<file path="src/rtl/regfile_wb_arbiter.sv">
// regfile_wb_arbiter: round-robin arbiter sharing the register file write port among NUM_REQ writeback sources.
// Defining REGFILE_WB_ARB_BYPASS_EN adds two forwarding ports that expose the pending registered write.
module regfile_wb_arbiter #(
    parameter int NUM_REQ = 3,
    parameter int ADDR_W  = 5,
    parameter int DATA_W  = 32
) (
    input  logic                         clk,
    input  logic                         reset,
    input  logic                         rf_hold,
    input  logic [NUM_REQ-1:0]           req_valid,
    input  logic [NUM_REQ*ADDR_W-1:0]    req_addr,
    input  logic [NUM_REQ*DATA_W-1:0]    req_data,
    output logic [NUM_REQ-1:0]           req_ready,
    output logic                         rf_reg_write,
    output logic [ADDR_W-1:0]            rf_write_addr,
    output logic [DATA_W-1:0]            rf_write_data,
    output logic [$clog2(NUM_REQ)-1:0]   last_grant
`ifdef REGFILE_WB_ARB_BYPASS_EN
    ,
    input  logic [ADDR_W-1:0]            rd_addr_1,
    input  logic [ADDR_W-1:0]            rd_addr_2,
    output logic                         fwd_hit_1,
    output logic                         fwd_hit_2,
    output logic [DATA_W-1:0]            fwd_data_1,
    output logic [DATA_W-1:0]            fwd_data_2
`endif
);
    localparam int IDX_W = $clog2(NUM_REQ);

    logic [IDX_W-1:0]  last_grant_q, last_grant_d, idx, win;
    logic              found;
    logic [ADDR_W-1:0] sel_addr, rf_write_addr_q, rf_write_addr_d;
    logic [DATA_W-1:0] sel_data, rf_write_data_q, rf_write_data_d;
    logic              rf_reg_write_q, rf_reg_write_d;

    // Search begins just after the last winner so every requester rotates to top priority.
    always_comb begin
        req_ready = '0;
        found     = 1'b0;
        idx       = '0;
        win       = last_grant_q;
        sel_addr  = '0;
        sel_data  = '0;
        for (int k = 1; k <= NUM_REQ; k++) begin
            idx = IDX_W'((int'(last_grant_q) + k) % NUM_REQ);
            if (!found && !rf_hold && req_valid[idx]) begin
                found          = 1'b1;
                win            = idx;
                req_ready[idx] = 1'b1;
                sel_addr       = req_addr[int'(idx)*ADDR_W +: ADDR_W];
                sel_data       = req_data[int'(idx)*DATA_W +: DATA_W];
            end
        end
        rf_reg_write_d  = found && (sel_addr != '0);
        rf_write_addr_d = found ? sel_addr : rf_write_addr_q;
        rf_write_data_d = found ? sel_data : rf_write_data_q;
        last_grant_d    = win;
    end

    always_ff @(posedge clk or posedge reset) begin
        if (reset) begin
            rf_reg_write_q  <= 1'b0;
            rf_write_addr_q <= '0;
            rf_write_data_q <= '0;
            last_grant_q    <= IDX_W'(NUM_REQ - 1);
        end else begin
            rf_reg_write_q  <= rf_reg_write_d;
            rf_write_addr_q <= rf_write_addr_d;
            rf_write_data_q <= rf_write_data_d;
            last_grant_q    <= last_grant_d;
        end
    end

    assign rf_reg_write  = rf_reg_write_q;
    assign rf_write_addr = rf_write_addr_q;
    assign rf_write_data = rf_write_data_q;
    assign last_grant    = last_grant_q;

`ifdef REGFILE_WB_ARB_BYPASS_EN
    assign fwd_hit_1  = rf_reg_write_q && (rf_write_addr_q == rd_addr_1) && (rd_addr_1 != '0);
    assign fwd_hit_2  = rf_reg_write_q && (rf_write_addr_q == rd_addr_2) && (rd_addr_2 != '0);
    assign fwd_data_1 = fwd_hit_1 ? rf_write_data_q : '0;
    assign fwd_data_2 = fwd_hit_2 ? rf_write_data_q : '0;
`endif
endmodule
</file>
<file path="config.mk">
export PLATFORM = sky130hd
export DESIGN_NAME = regfile_wb_arbiter
export DESIGN_NICKNAME = d
export VERILOG_FILES = /design/src/rtl/regfile_wb_arbiter.sv
export SDC_FILE = /design/constraint.sdc
export NUM_CORES = 1
export LEC_CHECK = 0
export ABC_AREA = 0
export BUFFER_PORTS_ARGS = -buffer_cell sky130_fd_sc_hd__buf_2
export CAP_MARGIN = 10
export CORE_MARGIN = 2
export CORE_UTILIZATION = 30
export CTS_BUF_LIST = sky130_fd_sc_hd__clkbuf_4
export CTS_CLUSTER_SIZE = 12
export DETAILED_ROUTE_END_ITERATION = 8
export GPL_ROUTABILITY_DRIVEN = 0
export HOLD_SLACK_MARGIN = 0.03
export PLACE_DENSITY = 0.63
export SYNTH_ARGS = -nofsm -noshare
export SYNTH_HDL_FRONTEND = slang
export SYNTH_SLANG_ARGS = --single-unit
</file>
<file path="constraint.sdc">
create_clock -name clk -period 3.05 [get_ports clk]
set_clock_uncertainty 0.2 [all_clocks]
set_input_delay 0.305 -clock clk [delete_from_list [all_inputs] [get_ports clk]]
set_output_delay 0.305 -clock clk [all_outputs]
set_load 0.005 [all_outputs]
</file>
==> impl_metrics.json <==
{
  "routed_wl_mm": 18.4,
  "start_kind": "register",
  "cts-root-buf": "clkbuf_4",
  "top_usage_layer": "met2",
  "postLayoutCellArea_sq_um": 6170,
  "route.detailed.drc": 0,
  "crit_path_end_kind": "output pin",
  "htree_levels": 2,
  "clkTransAtPathRegs_ns": 0.15,
  "dr.pass1.iters": 5,
  "path_cells": "ha_4, buf_12, a221o_1, and4_4, a222oi_1, inv_1, buf_2",
  "insertion_delay_ns": 0.38,
  "ys.flop_type": "dfrtp_1",
  "timing.reg2reg.setup_slack_ns": 0.06,
  "io_pins": 160,
  "core_area_sq_um": 15100,
  "worstSetupPathType": "register to output pin",
  "cellLeakagePower_nw": 2.66,
  "drive_gt1_share_pct": 39.6,
  "syn-cell-area_sq_um": 4590,
  "violations": "negative setup slack",
  "io_buffers": 159,
  "grt_pass1_wl_mm": 28.5,
  "track_usage_pct": 21.8,
  "critical-path-slowest-cell": "dfstp_2",
  "max_slew_margin_pct": 23.9,
  "finalHoldViolCount": 0,
  "vdd_drop_max_mv": 0.388,
  "cts_tree": "done",
  "grt_overflow": 0,
  "crit_fanout": 5,
  "cellPowerDensity_nw_per_um2": 1040,
  "globalRouteMet2Util_pct": 35.4,
  "rsz0062_at_grt": "yes",
  "worstReg2RegStart": "last_grant[1]",
  "met3_usage_pct": 3.48,
  "die-width_um": 128,
  "yosysSeqAreaShare_pct": 21.9,
  "vias": 5644,
  "antenna_found_initial": 0,
  "drv_slew": 0,
  "synth_edf_count": 0,
  "grt_pass1_vias": 5358,
  "syn-num-nets": 701,
  "r2r_cells": 8,
  "fin_crit_ns": 3.06,
  "yosysTopAreaCellShare_pct": 21.3,
  "syn_to_final_growth_pct": 34.6,
  "syn_avg_cell_area_sq_um": 7.91,
  "die_area_sq_um": 16300,
  "fmax_mhz": 327,
  "synth.distinct_cells": 43,
  "grt_max_degree": 42,
  "utilization_pct": 40.9,
  "wl_per_cell_um": 19.5,
  "worstHoldStart": "req_data[61]",
  "start_util_pct": 30.4,
  "final_common_cell": "buf_2",
  "async_reset_ff_share_pct": 100,
  "dp_hpwl_mm": 12.5,
  "status": "complete, but fails checks",
  "setup_viol": 2,
  "synth_area_leaders": "dfrtp_1 (21%), mux2i_1 (11%), mux2_2 (7.6%)",
  "hold_depth": 3,
  "r2r-end": "rf_reg_write",
  "clock_path_buffers": 2,
  "grt_use_met1_pct": 29.7,
  "post-route-period-util_pct": 100,
  "final_nets": 875,
  "die_h_um": 128,
  "antenna_cells": 0,
  "hp-class": "input port to register",
  "syn_inst": 580,
  "cts_made_buffers": 5,
  "drtIter0Drc": 502,
  "final_cell_mix": "buf_2 (159), nand2_1 (81), o21ai_0 (57)",
  "place_area_sq_um": 5660,
  "num_rows": 45,
  "cpPeakStageDelay_ns": 0.63,
  "setup_slack_ns": -0.0113,
  "cts.sinks": 40,
  "avgViaCountPerCell": 5.99,
  "yosys_warnings": 0,
  "cp.required_ns": 2.54,
  "drv_cap": 0,
  "yosys.area.top_type": "dfrtp_1",
  "arrival_ns": 2.56,
  "min_to": "rf_write_data[29]",
  "ant_nets": 0,
  "ys_seq_elements": 40,
  "tightest_slew_ns": 1.14
}
==> per-stage QoR <==
step	power [W]	TNS (ns)	std cells	worst slack, ns	hold WS (ns)
2_1_floorplan	0.00408	0	580	0.257	0.273
3_3_place_gp	0.00556	0	897	0.113	0.303
3_5_place_dp	0.00559	0	897	0.110	0.298
4_1_cts	0.00623	-0.0261	935	-0.0261	0.0311
5_1_grt	0.00692	-0.323	943	-0.138	0.0465
6_report	0.00642	-0.0168	943	-0.0113	0.0488
==> worst max path at each step <==
stage / start / to / slack, ns / cells after the start
6_report: last_grant[1] / req_ready[0] / -0.01 / 7
5_1_grt: last_grant[1] / req_ready[0] / -0.14 / 7
4_1_cts: last_grant[1] / req_ready[0] / -0.03 / 7
3_5_place_dp: last_grant[1] / req_ready[0] / 0.11 / 8
3_3_place_gp: last_grant[1] / req_ready[0] / 0.11 / 8
2_1_floorplan: last_grant[1] / req_ready[0] / 0.26 / 9
==> what timing repair did <==
action | in CTS | in global routing
hold buffers | 18 | 0
resized for setup | 16 | 8
setup endpoints to repair | 3 | 4
hold endpoints to repair | 53 | 0
pin swaps | 5 | 5
setup buffers | 12 | 8
cloned | 0 | 0
==> report_power, final <==
group | internal [W] | switching, W
Combinational | 0.00225 | 0.00283
Sequential | 0.000800 | 0.000151
Clock | 0.000172 | 0.000216
Total | 0.00322 | 0.00320
==> cells in the mapped netlist (all sizes together), types with 3 or more instances <==
| cell type | instances |
|---|---|
| mux2i | 51 |
| a221o | 7 |
| nand2b | 3 |
| a2bb2oi | 4 |
| nand2 | 81 |
| nor2 | 7 |
| o211ai | 11 |
| nand3 | 14 |
| o22ai | 5 |
| a21o | 4 |
| nor2b | 3 |
| a31o | 22 |
| nand4 | 22 |
| buf | 26 |
| a221oi | 25 |
| a21oi | 20 |
| and3 | 11 |
| inv | 9 |
| o31ai | 10 |
| ha | 4 |
| a41o | 10 |
| o21ai | 72 |
| a22oi | 37 |
| and3b | 3 |
| dfrtp | 39 |
| clkbuf | 39 |
| mux2 | 32 |
==> metal layers <==
layer / share of wire (%) / wire (um)
met5: 0 / 0
met4: 2.4 / 444
met3: 8.3 / 1530
met2: 46 / 8440
met1: 43 / 7990
==> sequential cells by signal, indices dropped and copies added (netlist names) <==
register       cells
rf_reg_write       1
rf_write_data     32
last_grant         2
rf_write_addr      5
==> cell families after synthesis <==
group,Yosys count,share of synthesized area (%)
DFF,40,21.9
buffers and inverters,74,6.96
adders and majority gates,4,1.09
and+or+nand+nor,149,15.7
muxes,83,19.1
AOI/OAI and AO/OA,230,35.3
==> final cells by class <==
type	count	area [sq um]
Sequential cell	40	1000
Fill cell	1540	8920
Inverter	9	33.8
Clock inverter	3	42.5
Multi-Input combinational cell	466	3400
Tap cell	188	235
Clock buffer	5	37.5
Timing Repair Buffer	232	1430
==> worst max-delay path, delay by kind of cell, from the launching register on <==
kind | cells | cell delay (ns)
AO/OA/AOI/OAI | 2 | 0.76
AND/OR/NAND/NOR | 1 | 0.17
adder cells (fa/ha/maj) | 1 | 0.25
buffers and inverters | 3 | 0.37
flip-flops | 1 | 0.63
Note: power is estimated with default switching activity, not from simulation.
